==> src/rtl/exc_ctrl.sv <==
// Exception/interrupt sequencer: prioritises events, flushes the pipeline,
// strobes CP0 EXL set/clear and redirects fetch to the handler or saved EPC.
// Ports: clk, rst (sync, active high); event inputs int_req, exc_adel,
//   exc_ri, exc_ov, exc_ades, eret, stall_in; pc_cur, epc_in.
//   Outputs (all registered): flush, exl_set, exl_clr, pc_redirect,
//   redirect_pc, epc_out, exc_code, in_handler, double_fault, busy.
module exc_ctrl #(
  parameter logic [31:0] HANDLER_ADDR = 32'h00004180,
  parameter int unsigned FLUSH_CYCLES = 2
) (
  input  logic        clk,
  input  logic        rst,
  input  logic        int_req,
  input  logic        exc_adel,
  input  logic        exc_ri,
  input  logic        exc_ov,
  input  logic        exc_ades,
  input  logic        eret,
  input  logic        stall_in,
  input  logic [31:0] pc_cur,
  input  logic [31:0] epc_in,
  output logic        flush,
  output logic        exl_set,
  output logic        exl_clr,
  output logic        pc_redirect,
  output logic [31:0] redirect_pc,
  output logic [31:0] epc_out,
  output logic [4:0]  exc_code,
  output logic        in_handler,
  output logic        double_fault,
  output logic        busy
);

  typedef enum logic [1:0] {
    IDLE   = 2'd0,
    FLUSH  = 2'd1,
    VECTOR = 2'd2,
    RET    = 2'd3
  } state_t;

  state_t      state_q, state_d;
  logic [3:0]  cnt_q, cnt_d;

  logic        flush_d, exl_set_d, exl_clr_d;
  logic        redir_d, in_h_d, df_d;
  logic [31:0] rpc_d, epc_d;
  logic [4:0]  code_d;

  logic        sync_exc;
  logic [4:0]  sync_code;

  assign sync_exc = exc_adel | exc_ri | exc_ov | exc_ades;

  // Fixed priority among synchronous exceptions.
  always_comb begin
    sync_code = 5'd5;
    if (exc_adel)    sync_code = 5'd4;
    else if (exc_ri) sync_code = 5'd10;
    else if (exc_ov) sync_code = 5'd12;
  end

  always_comb begin
    state_d   = state_q;
    cnt_d     = cnt_q;
    flush_d   = 1'b0;
    exl_set_d = 1'b0;
    exl_clr_d = 1'b0;
    redir_d   = 1'b0;
    rpc_d     = redirect_pc;
    epc_d     = epc_out;
    code_d    = exc_code;
    in_h_d    = in_handler;
    df_d      = double_fault;
    unique case (state_q)
      IDLE: begin
        if (!stall_in) begin
          if (sync_exc && in_handler) begin
            df_d = 1'b1;
          end else if (sync_exc || (int_req && !in_handler)) begin
            epc_d   = pc_cur;
            code_d  = sync_exc ? sync_code : 5'd0;
            flush_d = 1'b1;
            cnt_d   = 4'(FLUSH_CYCLES - 1);
            state_d = FLUSH;
          end else if (eret && in_handler) begin
            exl_clr_d = 1'b1;
            redir_d   = 1'b1;
            rpc_d     = epc_in;
            flush_d   = 1'b1;
            state_d   = RET;
          end
        end
      end
      FLUSH: begin
        // flush drops on the same edge exl_set rises so the
        // flush width is exactly FLUSH_CYCLES.
        if (cnt_q == 4'd0) begin
          exl_set_d = 1'b1;
          state_d   = VECTOR;
        end else begin
          flush_d = 1'b1;
          cnt_d   = cnt_q - 4'd1;
        end
      end
      VECTOR: begin
        redir_d = 1'b1;
        rpc_d   = HANDLER_ADDR;
        in_h_d  = 1'b1;
        state_d = IDLE;
      end
      RET: begin
        in_h_d  = 1'b0;
        state_d = IDLE;
      end
      default: state_d = IDLE;
    endcase
  end

  always_ff @(posedge clk) begin
    if (rst) begin
      state_q      <= IDLE;
      cnt_q        <= 4'd0;
      flush        <= 1'b0;
      exl_set      <= 1'b0;
      exl_clr      <= 1'b0;
      pc_redirect  <= 1'b0;
      redirect_pc  <= 32'd0;
      epc_out      <= 32'd0;
      exc_code     <= 5'd0;
      in_handler   <= 1'b0;
      double_fault <= 1'b0;
      busy         <= 1'b0;
    end else begin
      state_q      <= state_d;
      cnt_q        <= cnt_d;
      flush        <= flush_d;
      exl_set      <= exl_set_d;
      exl_clr      <= exl_clr_d;
      pc_redirect  <= redir_d;
      redirect_pc  <= rpc_d;
      epc_out      <= epc_d;
      exc_code     <= code_d;
      in_handler   <= in_h_d;
      double_fault <= df_d;
      busy         <= (state_d != IDLE);
    end
  end

endmodule
==> config.mk <==
export PLATFORM = sky130hd
export DESIGN_NAME = exc_ctrl
export DESIGN_NICKNAME = d
export VERILOG_FILES = /design/src/rtl/exc_ctrl.sv
export SDC_FILE = /design/constraint.sdc
export NUM_CORES = 1
export LEC_CHECK = 0
export CELL_PAD_IN_SITES_DETAIL_PLACEMENT = 1
export CELL_PAD_IN_SITES_GLOBAL_PLACEMENT = 2
export CORE_ASPECT_RATIO = 0.6
export CORE_UTILIZATION = 23
export DETAILED_ROUTE_END_ITERATION = 10
export HOLD_SLACK_MARGIN = 0.08
export MAX_ROUTING_LAYER = met4
export PLACE_DENSITY_LB_ADDON = 0.3
export SYNTH_ARGS = -nofsm -noshare
export SYNTH_HDL_FRONTEND = slang
export SYNTH_SLANG_ARGS = --single-unit
==> constraint.sdc <==
create_clock -name clk -period 3.81 [get_ports clk]
set_input_delay 0.381 -clock clk [delete_from_list [all_inputs] [get_ports clk]]
set_output_delay 0.381 -clock clk [all_outputs]
set_load 0.03 [all_outputs]
# After elaboration in Yosys (flattened, before gate mapping)
# Cells that the tools add are included.
# Widths: inputs -> output; s select.
op_classes:
  n_addsub: 1
  shift: 0
  n_reduce_logical: 18
  n_eq_ne: 9
  n_mul: 0
  muxes: 32
  order_cmp: 0
  div: 0
  bitwise_logic: 7
op_table:
  columns: ["operator", "count"]
  rows:
  - ["$mux 32", 4]
  - ["$pmux 32 s2", 1]
  - ["$mux 4", 7]
  - ["$ne 2x2->1 const B", 6]
  - ["$mux 2", 5]
  - ["$reduce_and 5->1", 2]
  - ["$mux 1", 9]
  - ["$pmux 4 s2", 1]
  - ["$reduce_bool 2->1", 4]
  - ["$pmux 1 s2", 3]
  - ["$pmux 2 s3", 1]
  - ["$reduce_or 2->1", 3]
  - ["$mux 5", 1]
  - ["$eq 2x2->1 const B", 2]
  - ["$logic_not 4->1", 1]
  - ["$not 1->1", 4]
  - ["$reduce_and 4->1", 1]
  - ["$sub 4x1->4 const B", 1]
  - ["$logic_and 1x1->1", 3]
  - ["$or 1x1->1", 3]
  - ["$reduce_and 3->1", 1]
  - ["$eq 2x1->1 const B", 1]
  - ["$logic_not 2->1", 1]
  - ["$logic_not 1->1", 1]
  - ["$logic_or 1x1->1", 1]
word_totals:
  inputBits: 73
  mem_count: 0
  mem_bits_ro: 0
  ramBits: 0
  register_bits: 82
  out_inout_bits: 76
  latchBits: 0

# Logic depth before layout (Yosys ltp)
# Gate-level depths: netlist (run 1).
depth:
  depth_word: 9
  depth_mapped: 7
  depth_no_buf: 6

# Worst setup path before layout (run 1)
# OpenSTA, ideal clock, no wires.
synth_timing:
  path_type: "register -> register"
  startpoint: "register in_handler"
  endpoint: "register redirect_pc[10]"
  path_buffers: 1
  path_stages_with_launch: 5
  setup_slack_ns: 2.059
  period_less_slack_ns: 1.751
  required_time_ns: 3.687
  arrival_time_ns: 1.628
  path_cell_list: "dfxtp_1 -> or4bb_1 -> o21ai_4 -> clkbuf_2 -> o21ai_0"
synth_via:
  elab_chain_len: 5
synth_rtl:
  columns: ["item", "line_no", "text"]
  rows:
  - ["start: declaration", "29", "output logic in_handler,"]
  - ["start signal: assignment", "143", "in_handler <= in_h_d;"]
  - ["$logic_not 1->1", "79", "end else if (sync_exc || (int_req && !in_handler)) begin"]
  - ["$logic_and 1x1->1", "79", null]
  - ["$logic_or 1x1->1", "79", null]
  - ["$ne 2x2->1 (no line)", null, null]
  - ["$reduce_and 5->1 (no line) (*)", null, null]
  - ["end signal: assignment", "140", "redirect_pc <= rpc_d;"]
  - ["end: declaration", "26", "output logic [31:0] redirect_pc,"]
# Every way passes the cells marked *; elsewhere a longest branch is shown, timed or not.
# A chain may end at the register's enable or synchronous reset.

# Final worst setup path (run 1)
layout_timing:
  startpoint: "input exc_ri"
  endpoint: "register epc_out[4]"
layout_via:
  elab_chain_len: 6
layout_rtl:
  columns: ["item", "line_no", "text"]
  rows:
  - ["start: declaration", "15", "input logic exc_ri,"]
  - ["$or 1x1->1 (*) (3 in a row)", "52", "assign sync_exc = exc_adel | exc_ri | exc_ov | exc_ades;"]
  - ["$logic_and 1x1->1", "77", "if (sync_exc && in_handler) begin"]
  - ["$not 1->1 (no line)", null, null]
  - ["$reduce_and 4->1 (no line) (*)", null, null]
  - ["end signal: assignment", "141", "epc_out <= epc_d;"]
  - ["end: declaration", "27", "output logic [31:0] epc_out,"]
# Marked as above.

==> out/metrics.csv, run 1 <==
stage,metric,value,unit
outcome,status,completed,
clocking,Hold Buf Count CTS,0,
pwr,Power Dens Cells,455.2,nW/µm²
yosys,area share of the largest cell type after synthesis,53.09,%
yosys,Mapped Cells,361,
route,DRT antenna net count,0,
setup_path,critical setup path kind,primary input to flop,
sta,worst slew pin tran,1222,ps
setup_path,Critical Path RT,4010,ps
route,DRC violations left,0,
yosys,"Cell Area, Synth",3054,µm²
setup_path,cells along the critical path,"clkdlybuf4s50_1, or4_1, o21a_1, nand2_1, a21oi_1",
pwr,total leakage power,0.001716,µW
clocking,"Reg clk slew, reported paths",60,ps
floorplanning,num rows,32,
sta,sum of negative setup slack,0,ps
sta,RSZ-0062 raised after global routing,false,
route,iteration count of the initial detailed-routing pass,4,
clocking,TritonCTS buffer count,9,
setup_path,Slowest cell on crit path,or4_1,
placement,DP Worst Slack,1025,ps
sta,minimum clock period,2425,ps
grt,largest net degree at the start of global routing,62,
sta,post-route clock period utilization,63.66,%
setup_path,CP startpoint kind,primary input,
yosys,syn_nets,436,
final_layout,proportion of layout cells with a drive suffix above 1,6.387,%
sta,f_max,0.4123,GHz
hold_path,Hold WC Path Type,primary input to flop,
clocking,Clock Tree Buf Depth,2,
floorplanning,Die ar.,13760,µm²
placement,port bufs,147,
yosys,Post-Syn Area per Cell,8.460,µm²
floorplanning,Placeable Area,12890,µm²
placement,Final GP Congestion,0.7480,
pwr,Max VDD drop,0.0002365,V
clocking,CTS resizes,0,
setup_path,Reg2Reg Setup Slack,1550,ps
yosys,largest cells by area after synthesis,"dfxtp_1 53%, nand2_1 12%, a21oi_1 6.4%, nand3_1 5.1%, o21ai_0 4.4%",
placement,HPWL Detailed,6715,µm
clocking,post-CTS setup buffers,0,
floorplanning,DIE WIDTH,150.8,µm
setup_path,r2r worst-path depth,4,
sta,clock skew,6.096,ps
yosys,Ys Warns,0,
setup_path,worst r2r dst,epc_out[4],
setup_path,Critical Path End Type,flop,
setup_path,CP startpoint,exc_ri,
final_layout,most frequent cells in the layout,"146 x clkdlybuf4s50_1, 96 x nand2_1, 81 x dfxtp_1, 38 x a21oi_1, 31 x nand3_1",
grt,initial antenna violation count,0,
setup_path,Critical Path Max Stage Delay,740,ps
sta,Slew Limit Fails,0,
yosys,"Seq/Total Area, Yosys",53.09,%
route,Wirelength per Cell,14.25,µm
yosys,Synth area leader,dfxtp_1,
clocking,Max H-tree Level,3,
route,DRT Wirelength,9565,µm
sta,setup violation total in the final timing report,0,
grt,GRT Residual Overflow,0,
final_layout,NumNets Final,571,
clocking,Root Buffer,clkbuf_16,
floorplanning,Initial Util,23.69,%
route,Vias,2985,
sta,Slew Limit Headroom,18.56,%
setup_path,Critical Path AT,2630,ps
clocking,CTS tree,built,
sta,Final Hold Fails,0,
grt,first-pass GRT wire length,15260,µm
floorplanning,chip height,91.26,µm
yosys,"FF+latch count, synth",81,
final_layout,"leading cell type in the layout, fill and taps excluded",clkdlybuf4s50_1,
route,initial drt markers,106,
yosys,Synth cell types,37,
route,vias per cell,4.449,
floorplanning,I/O pins,149,
setup_path,CP endpoint,epc_out[4],
setup_path,worst r2r src,in_handler,
final_layout,P&R area growth vs syn,60.75,%
grt,gr usage total,14.66,%
setup_path,Critical Path Fanout Max,33,
clocking,# clock sinks,81,
clocking,clk_lat worst skew,330,ps
flow_run,maxcap violations,0,
sta,final setup margin,1385,ps
grt,vias in the first global route,2958,
final_layout,ANT cells,0,
-- power breakdown --
part	switching, µW	total, µW	internal, µW
clock network	336	860	523
logic	247	441	194
registers	33.6	934	901
-- per-stage QoR --
stage / std cells / area, µm² / total power (µW) / utilization, % / hold slack, ps
5_1_grt: 671 / 4910 / 2353 / 38.08 / 442.2
3_3_place_gp: 655 / 4612 / 1392 / 35.77 / 435.2
2_1_floorplan: 361 / 3054 / 1190 / - / 467.8
6_report: 671 / 4910 / 2235 / 38.08 / 439.4
4_1_cts: 671 / 4910 / 2277 / 38.08 / 427.4
3_5_place_dp: 655 / 4612 / 1399 / 35.77 / 446.7
-- how the worst min path moves through the flow --
stage / startpoint / endpoint / slack (ps) / depth (start not counted)
3_3_place_gp: redirect_pc[6] / redirect_pc[6] / 440 / 2
6_report: rst / double_fault / 440 / 2
4_1_cts: rst / double_fault / 430 / 2
2_1_floorplan: rst / exl_set / 470 / 1
3_5_place_dp: redirect_pc[12] / redirect_pc[12] / 450 / 2
5_1_grt: rst / double_fault / 440 / 2
-- cell type report --
| type | count | area (µm²) |
|---|---|---|
| clock inverters | 5 | 55.05 |
| clock buffers | 11 | 242.7 |
| repair buffers | 152 | 1504 |
| inverters | 5 | 18.77 |
| well taps | 170 | 212.7 |
| flip-flops and latches | 81 | 1622 |
| multi-input cells | 247 | 1255 |
| fillers | 1506 | 7983 |
-- flip-flops by register name, summed over array words and instances, names as in the netlist --
register / count
exl_set: 1
busy: 1
in_handler: 1
exl_clr: 1
exc_code: 4
cnt_q: 4
state_q: 2
epc_out: 32
flush: 1
redirect_pc: 32
double_fault: 1
pc_redirect: 1
-- critical path: cells and delay by family --
family	cells	cell delay, ps
buf+inv	1	480
compound gates	2	760
simple gates	2	980
-- cells by family after synthesis --
| kind of cell | count (synthesis) | synth area share (%) |
|---|---|---|
| AND/OR/NAND/NOR | 156 | 23.15 |
| adder cells (fa/ha/maj) | 2 | 0.8192 |
| AO/OA/AOI/OAI | 86 | 16.18 |
| buffers and inverters | 33 | 5.940 |
| multiplexers | 2 | 0.6964 |
| flip-flops | 81 | 53.09 |
| other | 1 | 0.1228 |
-- metal layers --
metal	global-route usage, %	wire length (µm)
met1	19.91	4794
met5	-	0
met3	4.322	498
met2	21.37	4207
met4	3.000	64
-- cells in the mapped netlist, drive strengths merged --
cell / instances
nand4: 2
or2: 2
ha: 2
nand2: 96
or4bb: 1
dfxtp: 81
nor2b: 2
nand4b: 1
a21oi: 39
o21ai: 34
mux2: 1
clkinv: 1
inv: 4
nand2b: 4
o21a: 1
nand3: 31
or4: 2
nor4: 5
mux2i: 1
nor3: 4
o221a: 3
conb: 1
clkbuf: 12
a41o: 1
a31oi: 5
o2111ai: 1
a211oi: 2
buf: 16
nor2: 6
Power figures use the tool's default switching activity.
==> run 2: changes to the inputs <==
CORE_UTILIZATION = 20   (was 23)
clock period = 2.2 ns   (was 3.81 ns; I/O delays follow)
==> run 2 against run 1 <==
  * Sequential share of layout area decreased by 0.96 points
  * Clock skew increased by 3.0 ps
  * Final cell count increased by 5.4%
  * Hold slack got worse by 170 ps
  * Setup slack got worse by 1000 ps
  * Largest power group unchanged
  * Critical endpoint is now redirect_pc[11]
  * Combinational power increased by 82%
  * Design area increased by 3.0%
==> out/metrics.csv, run 2 (same netlist as run 1, synthesis figures left out) <==
stage,metric,value,unit,change
outcome,status,completed,,
pwr,total leakage power,0.001770,µW,+3.1%
floorplanning,chip height,97.72,µm,+7.1%
grt,first-pass GRT wire length,16340,µm,+7.1%
final_layout,Largest regs,"epc_out (32), redirect_pc (32)",,
sta,clock skew,9.114,ps,+3.019 ps
setup_path,Critical Path AT,2120,ps,-510 ps
grt,GRT Residual Overflow,0,,unchanged
setup_path,Critical Path Fanout Max,61,,+85%
final_layout,NumNets Final,579,,+1.4%
floorplanning,Die ar.,15790,µm²,+15%
placement,HPWL Detailed,7314,µm,+8.9%
final_layout,most frequent cells in the layout,"146 x clkdlybuf4s50_1, 96 x nand2_1, 81 x dfxtp_1, 38 x a21oi_1, 31 x nand3_1",,
setup_path,critical setup path kind,primary input to flop,,
sta,final hold slack,265.3,ps,-174.1 ps
sta,RSZ-0062 raised after global routing,false,,
grt,initial antenna violation count,0,,unchanged
setup_path,CP startpoint,exc_ri,,
sta,Final Hold Fails,0,,unchanged
floorplanning,DIE WIDTH,161.5,µm,+7.1%
route,DRC violations left,0,,unchanged
placement,Final GP Congestion,0.7696,,+2.9%
route,Wirelength per Cell,14.24,µm,-0.12%
placement,port bufs,147,,unchanged
final_layout,Final Non-Filler Cells,707,,+5.4%
setup_path,cells along the critical path,"clkdlybuf4s50_1, or4_1, o21ai_4, buf_12, nand3_1, o21ai_1",,
placement,Inst Count DP,691,,+5.5%
floorplanning,Initial Util,20.81,%,-2.9 points
final_layout,P&R area growth vs syn,65.59,%,
route,initial drt markers,90,,-15%
grt,vias in the first global route,3084,,+4.3%
floorplanning,num rows,34,,+6.3%
clocking,CTS resizes,0,,unchanged
clocking,Max H-tree Level,3,,unchanged
sta,setup violation total in the final timing report,0,,unchanged
setup_path,Critical Path RT,2470,ps,-1540 ps
grt,gr usage total,13.55,%,-1.1 points
hold_path,Hold WC Path Type,primary input to flop,,
pwr,Max VDD drop,0.0002667,V,+13%
sta,worst slew pin tran,670.9,ps,-550.7 ps
route,vias per cell,4.239,,-4.7%
sta,f_max,0.5403,GHz,
sta,minimum clock period,1851,ps,
setup_path,Critical Path End Type,flop,,
sta,Slew Limit Fails,0,,unchanged
final_layout,proportion of layout cells with a drive suffix above 1,7.662,%,+1.3 points
sta,sum of negative setup slack,0,ps,unchanged
final_layout,post-layout instance area,5057,µm²,+3.0%
clocking,clk_lat worst skew,340,ps,about the same
setup_path,worst r2r src,in_handler,,
setup_path,Critical Path Max Stage Delay,710,ps,-30 ps
route,iteration count of the initial detailed-routing pass,4,,unchanged
flow_run,maxcap violations,0,,unchanged
clocking,"Reg clk slew, reported paths",60,ps,about the same
sta,post-route clock period utilization,84.12,%,
setup_path,CP startpoint kind,primary input,,
clocking,Clock Tree Buf Depth,2,,unchanged
clocking,Hold Buf Count CTS,0,,unchanged
setup_path,"CP delay by family, top",simple AND/OR/NAND/NOR gates,,
route,DRT Wirelength,10070,µm,+5.2%
final_layout,ANT cells,0,,unchanged
clocking,Root Buffer,clkbuf_16,,
floorplanning,I/O pins,149,,unchanged
setup_path,crit path buf inv count,2,,+1
clocking,# clock sinks,81,,unchanged
grt,largest net degree at the start of global routing,62,,unchanged
pwr,Power Dens Cells,792.5,nW/µm²,+74%
route,Vias,2997,,+0.40%
sta,Slew Limit Headroom,54.80,%,+36 points
clocking,TritonCTS buffer count,9,,unchanged
clocking,post-CTS setup buffers,0,,unchanged
clocking,CTS tree,built,,
floorplanning,Placeable Area,14680,µm²,+14%
route,DRT antenna net count,0,,unchanged
placement,Post-DP Area,4745,µm²,+2.9%
hold_path,hold_sp,rst,,
final_layout,"leading cell type in the layout, fill and taps excluded",clkdlybuf4s50_1,,
setup_path,Slowest cell on crit path,or4_1,,
run 2: cell types whose count changed in the layout (fill, tap and decap cells not counted):
cell,previous run,this run
buf_4,5,10
buf_12,0,3
bufinv_16,1,2
clkinv_2,2,1
clkbuf_8,1,0
clkbuf_1,1,2
run 2: power breakdown:
part / switching (µW) / internal (µW)
sequential: 59.2 / 1560
combinational: 438 / 364
clock: 593 / 993
run 2: worst paths after layout:
| path | to | slack, ps | cells after the start |
|---|---|---|---|
| worst min register to register | epc_out[11] | 450 | 2 |
| worst max register to register | redirect_pc[11] | 430 | 5 |
| worst max-delay path | redirect_pc[11] | 350 | 6 |
| worst min-delay path | double_fault | 270 | 2 |
run 2: stage by stage:
step,power (µW),utilization (%),worst slack [ps]
finish,4008,34.46,349.3
global route,4218,34.46,236.3
CTS,4092,34.46,358.1
detailed placement,2463,32.33,9.388
global placement,2446,32.33,55.30
floorplan,2061,-,449.5
run 2: cell type report:
cell class	count	area, µm²
Multi-Input combinational cell	247	1255
Sequential cell	81	1622
Fill cell	1715	9619
Inverter	5	18.77
Timing Repair Buffer	160	1602
Tap cell	198	247.7
Clock buffer	11	232.7
Clock inverter	5	80.08
run 2: worst reg2reg max path, stage by stage (launching register included):
cell     delay, ps
dfxtp_1        520
or4bb_1        490
o21ai_4        180
buf_12         240
nand3_1        170
o21ai_1        100
run 2: metal layers:
metal | routed length, µm | part of all wire [%] | vias up | global-route usage (%)
met5 | 0 | 0 | - | -
met4 | 97 | 0.96 | 0 | 3.266
met3 | 542 | 5.4 | 9 | 4.055
met2 | 4419 | 44 | 71 | 20.06
met1 | 5007 | 50 | 1407 | 17.94
li1 | - | - | 1510 | -
